<file path="config.mk">
export PLATFORM = sky130hd
export DESIGN_NAME = mult_arbiter
export DESIGN_NICKNAME = d
export VERILOG_FILES = /design/src/rtl/mult_pkg.sv /design/src/rtl/mult_arbiter_rr_arbiter.sv /design/src/rtl/mult_arbiter.sv
export SDC_FILE = /design/constraint.sdc
export NUM_CORES = 1
export LEC_CHECK = 0
export BUFFER_PORTS_ARGS = -buffer_cell sky130_fd_sc_hd__buf_4
export CORE_AREA = 2 2 84 86
export CTS_BUF_LIST = sky130_fd_sc_hd__clkbuf_8
export CTS_CLUSTER_DIAMETER = 120
export DETAILED_ROUTE_END_ITERATION = 8
export DIE_AREA = 0 0 86 88
export GPL_TIMING_DRIVEN = 0
export REMOVE_ABC_BUFFERS = 1
export SYNTH_ARGS = -nofsm -noshare
export SYNTH_HDL_FRONTEND = slang
export SYNTH_SLANG_ARGS = --single-unit
</file>
<file path="constraint.sdc">
create_clock -name clock -period 2.8 [get_ports clock]
set_input_delay 0.56 -clock clock [delete_from_list [all_inputs] [get_ports clock]]
set_output_delay 0.56 -clock clock [all_outputs]
set_load 0.02 [all_outputs]
</file>
<file path="src/rtl/mult_pkg.sv">
`default_nettype none
// ============================================================================
// Module      : mult_pkg
// Description : Shared widths, default timeout and controller state encoding
//               for the multiplier-sharing arbiter.
// Revision    : 1.0 - initial release
// ============================================================================
package mult_pkg;

   // Operand width presented to the shared multiplier
   localparam int DATA_W          = 4;
   // Product width returned by the shared multiplier
   localparam int RESULT_W        = 8;
   // WAIT cycles allowed before an operation is abandoned
   localparam int DEFAULT_TIMEOUT = 32;

   // Controller states; one operation is in flight at a time
   typedef enum logic [2:0] {
      ST_IDLE   = 3'd0,
      ST_LOAD_A = 3'd1,
      ST_LOAD_B = 3'd2,
      ST_WAIT   = 3'd3,
      ST_RESP   = 3'd4
   } state_t;

endpackage : mult_pkg
`default_nettype wire

</file>
<file path="src/rtl/mult_arbiter_rr_arbiter.sv">
`default_nettype none
// ============================================================================
// Module      : rr_arbiter
// Description : Combinational round-robin selector. Picks the first active
//               request at or above the priority pointer, wrapping to the
//               lowest index when nothing above the pointer is requesting.
// Revision    : 1.0 - initial release
// ============================================================================
module rr_arbiter #(
   parameter int NUM_REQ = 4,
   parameter int ID_W    = 2
) (
   input  logic [NUM_REQ-1:0] i_req,
   input  logic [ID_W-1:0]    i_ptr,
   output logic [NUM_REQ-1:0] o_grant,
   output logic [ID_W-1:0]    o_idx,
   output logic               o_valid
);

   logic w_found;

   // Two fixed-order scans: upper segment (>= pointer) first, then wrap-around
   always_comb begin
      w_found = 1'b0;
      o_idx   = '0;
      for (int i = 0; i < NUM_REQ; i++) begin
         if (!w_found && i_req[i] && (ID_W'(i) >= i_ptr)) begin
            w_found = 1'b1;
            o_idx   = ID_W'(i);
         end
      end
      for (int i = 0; i < NUM_REQ; i++) begin
         if (!w_found && i_req[i]) begin
            w_found = 1'b1;
            o_idx   = ID_W'(i);
         end
      end
   end

   // One-hot form of the chosen index, empty when nobody requests
   always_comb begin
      o_grant = '0;
      for (int i = 0; i < NUM_REQ; i++) begin
         o_grant[i] = w_found && (o_idx == ID_W'(i));
      end
   end

   assign o_valid = w_found;

endmodule : rr_arbiter
`default_nettype wire

</file>
<file path="src/rtl/mult_arbiter.sv">
`default_nettype none
// ============================================================================
// Module      : mult_arbiter
// Description : Shares one external sequential multiplier among NUM_REQ
//               requesters. Operands are captured on selection, streamed to
//               the multiplier as A then B, and the product (or a timeout
//               abort) is returned as a one-cycle tagged response.
// Revision    : 1.0 - initial release
// ============================================================================
module mult_arbiter
   import mult_pkg::*;
#(
   parameter int NUM_REQ = 4,
   parameter int TIMEOUT = DEFAULT_TIMEOUT
) (
   input  logic                         clock,
   input  logic                         reset,
   input  logic [NUM_REQ-1:0]           req,
   input  logic [NUM_REQ*DATA_W-1:0]    req_a,
   input  logic [NUM_REQ*DATA_W-1:0]    req_b,
   output logic [NUM_REQ-1:0]           gnt,
   output logic                         rsp_valid,
   output logic [$clog2(NUM_REQ)-1:0]   rsp_id,
   output logic [RESULT_W-1:0]          rsp_result,
   output logic                         rsp_err,
   output logic                         mult_start,
   output logic [DATA_W-1:0]            mult_data_in,
   input  logic [RESULT_W-1:0]          mult_result,
   input  logic                         mult_done
);

   localparam int ID_W  = $clog2(NUM_REQ);
   localparam int CNT_W = $clog2(TIMEOUT + 1);

   state_t                r_state;
   logic [ID_W-1:0]       r_ptr;
   logic [ID_W-1:0]       r_id;
   logic [NUM_REQ-1:0]    r_gnt_oh;
   logic [DATA_W-1:0]     r_a;
   logic [DATA_W-1:0]     r_b;
   logic [CNT_W-1:0]      r_cnt;
   logic [RESULT_W-1:0]   r_result;
   logic                  r_err;

   logic [NUM_REQ-1:0]    w_arb_grant;
   logic [ID_W-1:0]       w_arb_idx;
   logic                  w_arb_valid;
   logic [DATA_W-1:0]     w_sel_a;
   logic [DATA_W-1:0]     w_sel_b;
   logic                  w_timeout;

   rr_arbiter #(
      .NUM_REQ (NUM_REQ),
      .ID_W    (ID_W)
   ) u_rr_arbiter (
      .i_req   (req),
      .i_ptr   (r_ptr),
      .o_grant (w_arb_grant),
      .o_idx   (w_arb_idx),
      .o_valid (w_arb_valid)
   );

   // Operand mux for the selected requester, constant-index slices only
   always_comb begin
      w_sel_a = '0;
      w_sel_b = '0;
      for (int i = 0; i < NUM_REQ; i++) begin
         if (w_arb_idx == ID_W'(i)) begin
            w_sel_a = req_a[i*DATA_W +: DATA_W];
            w_sel_b = req_b[i*DATA_W +: DATA_W];
         end
      end
   end

   // Last permitted WAIT cycle: a done here still wins over the abort
   assign w_timeout = (r_cnt == CNT_W'(TIMEOUT - 1));

   // Controller: capture on selection, stream operands, await done or timeout
   always_ff @(posedge clock) begin
      if (reset) begin
         r_state  <= ST_IDLE;
         r_ptr    <= '0;
         r_id     <= '0;
         r_gnt_oh <= '0;
         r_a      <= '0;
         r_b      <= '0;
         r_cnt    <= '0;
         r_result <= '0;
         r_err    <= 1'b0;
      end else begin
         case (r_state)
            ST_IDLE: begin
               if (w_arb_valid) begin
                  r_id     <= w_arb_idx;
                  r_gnt_oh <= w_arb_grant;
                  r_a      <= w_sel_a;
                  r_b      <= w_sel_b;
                  r_ptr    <= (w_arb_idx == ID_W'(NUM_REQ - 1)) ? '0
                                                               : w_arb_idx + 1'b1;
                  r_state  <= ST_LOAD_A;
               end
            end
            ST_LOAD_A: begin
               r_state <= ST_LOAD_B;
            end
            ST_LOAD_B: begin
               r_cnt   <= '0;
               r_state <= ST_WAIT;
            end
            ST_WAIT: begin
               if (mult_done) begin
                  r_result <= mult_result;
                  r_err    <= 1'b0;
                  r_state  <= ST_RESP;
               end else if (w_timeout) begin
                  r_result <= '0;
                  r_err    <= 1'b1;
                  r_state  <= ST_RESP;
               end else begin
                  r_cnt <= r_cnt + 1'b1;
               end
            end
            ST_RESP: begin
               r_state <= ST_IDLE;
            end
            default: begin
               r_state <= ST_IDLE;
            end
         endcase
      end
   end

   // Multiplier bus: A with start in LOAD_A, B in LOAD_B, quiet otherwise
   always_comb begin
      mult_start   = 1'b0;
      mult_data_in = '0;
      gnt          = '0;
      if (r_state == ST_LOAD_A) begin
         mult_start   = 1'b1;
         mult_data_in = r_a;
         gnt          = r_gnt_oh;
      end else if (r_state == ST_LOAD_B) begin
         mult_data_in = r_b;
      end
   end

   // Response fields are held at zero except during the response strobe
   always_comb begin
      rsp_valid  = (r_state == ST_RESP);
      rsp_id     = rsp_valid ? r_id     : '0;
      rsp_result = rsp_valid ? r_result : '0;
      rsp_err    = rsp_valid ? r_err    : 1'b0;
   end

endmodule : mult_arbiter
`default_nettype wire

</file>
# [After elaboration in Yosys (flattened, before gate mapping)]
# Cells that the tools add are included.
[totals] mem_bits_rw=0 mem_count=0 in_bits=47 rom_bits=0 regBits=34 latchBits=0 output_inout_bits=21
[classes] n_div=0 order_cmp=4 muxes=42 addsub=2 reduce_logical=30 eq_ne=12 bitwise_logic=0 n_shift=0 multipliers=0
[op_table] op="2-to-1 mux 4 bit" count=11
[op_table] op="2-to-1 mux 8 bit" count=3
[op_table] op="2-to-1 mux 2 bit" count=8
[op_table] op="logical AND 1 bit" count=15
[op_table] op="2-to-1 mux 1 bit" count=13
[op_table] op="2-to-1 mux 6 bit" count=2
[op_table] op="case mux 3 bit (4 select lines)" count=1
[op_table] op="case mux 6 bit (2 select lines)" count=1
[op_table] op="2-to-1 mux 3 bit" count=3
[op_table] op="zero test 1 bit" count=7
[op_table] op="adder 6 x 1 -> 6 bit, second input constant" count=1
[op_table] op="== test 3 x 2 -> 1 bit, second input constant" count=2
[op_table] op="== test 6 x 5 -> 1 bit, second input constant" count=1
[op_table] op="AND reduction 2 bit" count=3
[op_table] op="== test 2 bit, second input constant" count=2
[op_table] op="greater-or-equal comparator 1 x 2 -> 1 bit, first input constant" count=2
[op_table] op="greater-or-equal comparator 2 bit, first input constant" count=2
[op_table] op="inequality test 2 bit, second input constant" count=2
[op_table] op="nonzero test 2 bit" count=2
[op_table] op="== test 3 x 1 -> 1 bit, second input constant" count=1
[op_table] op="== test 3 bit, second input constant" count=1
[op_table] op="zero test 3 bit" count=1
[op_table] op="inequality test 3 bit, second input constant" count=1
[op_table] op="AND reduction 3 bit" count=1
[op_table] op="other kinds (4)" count=4

# [Depth between registers and ports, before layout]
[logic_depth] ltp_word=32 depth_mapped=11 mapped_depth_nobuf=9

# [Hierarchy]
# From an unflattened synthesis, not the netlist that was laid out.
[hier_totals] hier_cells=259 area_unflattened_um2=2028.2
[by_module_without_submodules] mod="mult_arbiter" n_inst=1 seq_area_each_um2=680.7 cells_per_inst=227 area_each_um2=1826.8
[by_module_without_submodules] mod="rr_arbiter" n_inst=1 seq_area_each_um2=0.0 cells_per_inst=32 area_each_um2=201.4

# [Worst setup path before layout]
# Ideal clock, no wire load.
[synth_path] path_kind="input to register" from="input port req[2]" to="register r_b[2]" setup_time_ps=120 n_path_buf=2 cell_stages=11 path_slack_ps=335 arrival_ps=2346 cell_sequence="nor2b_1 > a21o_1 > a221oi_2 > inv_1 > ha_1 > clkbuf_1 > clkbuf_1 > a21oi_1 > o21ai_0 > a221oi_2 > nor2_1"
[synth_between] elab_chain_cells=24 elab_cells_between_ends=34
[synth_lines] item="from (decl)" line_no="mult_arbiter.sv:18" rtl="input logic [NUM_REQ-1:0] req,"
[synth_lines] item="logical AND 1 bit (2 in series)" line_no="mult_arbiter_rr_arbiter.sv:27" rtl="if (!w_found && i_req[i] && (ID_W'(i) >= i_ptr)) begin"
[synth_lines] item="2-to-1 mux 1 bit" line_no="mult_arbiter_rr_arbiter.sv:27"
[synth_lines] item="zero test 1 bit" line_no="mult_arbiter_rr_arbiter.sv:27"
[synth_lines] item="logical AND 1 bit (2 in series)" line_no="mult_arbiter_rr_arbiter.sv:27"
[synth_lines] item="2-to-1 mux 1 bit" line_no="mult_arbiter_rr_arbiter.sv:27"
[synth_lines] item="zero test 1 bit" line_no="mult_arbiter_rr_arbiter.sv:33" rtl="if (!w_found && i_req[i]) begin"
[synth_lines] item="logical AND 1 bit" line_no="mult_arbiter_rr_arbiter.sv:33"
[synth_lines] item="2-to-1 mux 1 bit" line_no="mult_arbiter_rr_arbiter.sv:33"
[synth_lines] item="[5 not listed]"
[synth_lines] item="2-to-1 mux 1 bit" line_no="mult_arbiter_rr_arbiter.sv:33"
[synth_lines] item="zero test 1 bit" line_no="mult_arbiter_rr_arbiter.sv:33"
[synth_lines] item="logical AND 1 bit" line_no="mult_arbiter_rr_arbiter.sv:33"
[synth_lines] item="2-to-1 mux 2 bit (*)" line_no="mult_arbiter_rr_arbiter.sv:33"
[synth_lines] item="named net u_rr_arbiter.o_idx[0]" line_no="mult_arbiter_rr_arbiter.sv:16" rtl="output logic [ID_W-1:0] o_idx,"
[synth_lines] item="zero test 2 bit" line_no="mult_arbiter.sv:68" rtl="if (w_arb_idx == ID_W'(i)) begin"
[synth_lines] item="2-to-1 mux 4 bit (3 in series)" line_no="mult_arbiter.sv:68"
[synth_lines] item="2-to-1 mux 4 bit (*)" line_no="mult_arbiter.sv:68"
[synth_lines] item="to (signal assigned)" line_no="mult_arbiter.sv:97" rtl="r_b <= w_sel_b;"
[synth_lines] item="to (decl)" line_no="mult_arbiter.sv:40" rtl="logic [DATA_W-1:0] r_b;"
# Mark *: on every way through the listed nets, which the timed path passes. The rest lies on a longest branch.
# A chain may end at the register's enable or synchronous reset.

# [Final worst setup path]
[layout_path] from="register r_state[0]" to="output port gnt[2]"
[layout_between] elab_chain_cells=2
[layout_lines] item="from (decl)" line_no="mult_arbiter.sv:35" rtl="state_t r_state;"
[layout_lines] item="from (signal assigned)" line_no="mult_arbiter.sv:81" rtl="r_state <= ST_IDLE;"
[layout_lines] item="from (signal assigned)" line_no="mult_arbiter.sv:100" rtl="r_state <= ST_LOAD_A;"
[layout_lines] item="from (signal assigned)" line_no="mult_arbiter.sv:104" rtl="r_state <= ST_LOAD_B;"
[layout_lines] item="== test 3 x 1 -> 1 bit" line_no="mult_arbiter.sv:138" rtl="if (r_state == ST_LOAD_A) begin"
[layout_lines] item="2-to-1 mux 4 bit" line_no="mult_arbiter.sv:138"
[layout_lines] item="to (decl)" line_no="mult_arbiter.sv:21" rtl="output logic [NUM_REQ-1:0] gnt,"
# Every way passes these cells.

==> results.py <==
metrics = {
    "run_status": {
        "outcome": "finished, final reports clean",
    },
    "clock_tree": {
        "cts_tree": "built",
        "postCtsHoldBufs": 0,
        "htreeDepth": 2,
        "clkSinkCount": 34,
        "post-cts-setup-buffers": 0,
        "cts_buffers": 5,
        "cts.repair.resized": 0,
        "cts.clk_slew.worst_paths_ns": 0.06,
        "cts_buffer_depth": 2,
        "root_buffer": "clkbuf_8",
        "worst_skew_pair.late_latency_ns": 0.28,
    },
    "place": {
        "numPortBuffers": 67,
        "gp_congestion": 0.729,
        "hpwl_mm": 3.50,
    },
    "yosys": {
        "ys.warnings.count": 0,
        "syn_avg_cell_area_um2": 8.01,
        "synth-seq-area-share_pct": 34.8,
        "synthCells": 244,
        "synth_cell_types": 44,
        "ys_ff_latch": 34,
        "synth_edf_count": 0,
        "synthArstFlopShare_pct": 0,
        "synth-main-ff-cell": "dfxtp_1",
        "netlist_area_mm2": 0.00195,
    },
    "pwr": {
        "seqPwrFrac_pct": 43.5,
        "vdd_ir_drop_max_uv": 196,
        "combPwrFrac_pct": 29.5,
        "p_per_area_mw_per_mm2": 504,
        "netSwitchingPower_uw": 406,
        "finalPower_mw": 1.29,
        "pwr-share-clk_pct": 27.0,
        "swShare_pct": 31.5,
        "intPower_uw": 882,
        "power_leakage_nw": 1.10,
    },
    "finish": {
        "nets": 353,
        "fillers": 693,
        "regArea_um2": 681,
        "area_delta_synth_final_pct": 30.7,
        "antennaDiodeCount": 0,
        "multi_input_area_mm2": 0.00113,
        "drive_gt1_share_pct": 28.7,
    },
    "flow_run": {
        "max-cap-violations": 0,
    },
    "critical_path": {
        "crit_path_end_kind": "output pin",
        "worst-path-max-fanout": 17,
        "r2r_end": "r_b[3]",
        "ff2ff_setup_slack_ns": 0.43,
        "r2r_start": "r_ptr[0]",
        "worst_setup_path_start_kind": "register",
        "crit_arrival_ns": 1.99,
        "crit_type": "reg2out",
        "rr_worst_depth": 9,
        "critPathRequiredTime_ns": 2.24,
    },
    "global_route": {
        "grt_overflow": 0,
        "track_usage_pct": 13.4,
        "grt_pass1_wl_mm": 8.05,
        "antenna_found_initial": 0,
        "grt_pass1_vias": 1760,
        "grt_max_degree": 19,
    },
    "drt": {
        "drt_iter0_drc": 72,
        "drc_errors": 0,
        "viasPerCell": 4.94,
        "routedWlPerCell_um": 12.8,
        "routed-wl-met3_um": 469,
        "met1Wirelength_mm": 2.20,
        "wl_met2_mm": 2.15,
        "highest_layer": "met4",
        "vias": 1876,
        "drt-total-wl_mm": 4.85,
        "antenna_left": 0,
        "drt-pass1-iter-count": 4,
    },
    "min_path": {
        "whs_endpoint": "r_gnt_oh[1]",
        "min_path_cells": 2,
        "hold_path_class": "reg2reg",
        "min_from": "r_gnt_oh[1]",
    },
    "die": {
        "start_util_pct": 29.4,
        "dieArea_mm2": 0.00757,
        "io_pins": 68,
        "die_h_um": 88,
        "fp.coreArea_mm2": 0.00664,
        "die_w_um": 86,
        "rows": 30,
    },
    "timing": {
        "setup_violations": 0,
        "relSlewSlack_pct": 26.4,
        "fin_crit_sh_pct": 91.1,
        "skew_ns": 0.00629,
        "fin_crit_ns": 2.55,
        "hold_viol": 0,
        "slew_violations": 0,
        "worst_slew_pin_slew_ns": 1.09,
        "max_freq_ghz": 0.392,
        "rsz0062_at_grt": "false",
        "finalSetupTns_ns": 0,
    },
}
## critical path: stages, from the launching register on
cell and delay, ns:
dfxtp_1 0.67, nor2b_1 0.40, nor2b_1 0.32, and2_1 0.19, buf_4 0.14
## area by class of cell
type	instances	area share, %
tap	80	3.92
timing repair buffer	67	19.7
multi-input combinational	177	44.1
inverter	16	2.35
sequential	34	26.7
clock buffer	6	3.23
## synthesized netlist by cell type (2+ instances only)
| master | count | area, um2 |
|---|---|---|
| a31oi_1 | 3 | 18.8 |
| and2_1 | 16 | 100 |
| clkbuf_1 | 11 | 41.3 |
| dfxtp_1 | 34 | 681 |
| o21ai_1 | 2 | 10.0 |
| ha_1 | 5 | 62.6 |
| a22o_1 | 8 | 70.1 |
| and3_1 | 2 | 12.5 |
| nor2_1 | 16 | 60.1 |
| nand3_1 | 5 | 25.0 |
| nand2_1 | 26 | 97.6 |
| or3_1 | 4 | 25.0 |
| a221oi_1 | 5 | 43.8 |
| a21oi_1 | 30 | 150 |
| buf_6 | 3 | 33.8 |
| nand2b_1 | 3 | 18.8 |
| o21ai_0 | 19 | 95.1 |
| nor2b_1 | 3 | 18.8 |
| nor4_2 | 2 | 25.0 |
| a221oi_2 | 4 | 60.1 |
| inv_1 | 16 | 60.1 |
| a22oi_1 | 4 | 30.0 |
| o31ai_1 | 2 | 15.0 |
## kinds of logic (layout without fill, tap and decap cells)
| family | count (synthesis) | count (layout) | share of synthesized area, % |
|---|---|---|---|
| simple gates | 86 | 86 | 23.9 |
| buf+inv | 33 | 89 | 7.75 |
| compound gates | 86 | 86 | 30.3 |
| fa+ha+maj | 5 | 5 | 3.20 |
| flops | 34 | 34 | 34.8 |
## flip-flops by register name (all words and copies together), names as in the netlist
register and count:
r_gnt_oh 4, r_state 3, r_result 8, r_ptr 2, r_err 1, r_cnt 6, r_a 4, r_b 4
r_id 2
## cells in the final DEF, fill, tap and decap left out, drive strengths merged, types with 2 or more instances in the layout
cell type   n
inv        16
o31ai       3
buf        67
o21ai      21
nand2      26
nor2b       3
dfxtp      34
and2       16
a21oi      30
o41ai       2
nand2b      3
a22o        8
a31oi       3
a22oi       4
or3         4
nand3       5
nor2       16
or4         2
and3        2
nor4        3
a221oi      9
ha          5
clkbuf      6
## worst max path at each step
stage | end | startpoint | cells after the start
floorplan | rsp_err | r_state[2] | 2
global placement | r_a[0] | req[2] | 10
detailed placement | r_a[0] | req[2] | 10
CTS | rsp_id[0] | r_state[2] | 3
global route | r_a[3] | req[2] | 10
finish | gnt[2] | r_state[0] | 4
## layer usage
layer | global-route usage [%] | vias to the layer above
li1 | - | 979
met1 | 16.8 | 824
met2 | 21.9 | 71
met3 | 4.90 | 2
met4 | 3.46 | 0
met5 | 0 | -
## stage by stage
step | instance area, um2 | std cells | utilization [%] | setup slack [ns] | hold WS, ns
after global routing | 2550 | 380 | 38.4 | 0.0213 | 0.479
after global placement | 2470 | 374 | 37.1 | 0.0576 | 0.447
after detailed placement | 2470 | 374 | 37.1 | 0.00284 | 0.449
after CTS | 2550 | 380 | 38.4 | 0.0198 | 0.458
after floorplan | 1860 | 227 | - | 0.435 | 0.426
final | 2550 | 380 | 38.4 | 0.250 | 0.452
## power groups by stage
stage / clock (mW) / sequential [mW] / combinational [mW]
floorplan: 0 / 0.562 / 0.252
global placement: 0 / 0.570 / 0.378
detailed placement: 0 / 0.571 / 0.383
CTS: 0.363 / 0.560 / 0.385
global route: 0.384 / 0.565 / 0.430
finish: 0.347 / 0.560 / 0.380
Note: power is estimated with default switching activity, not from simulation.
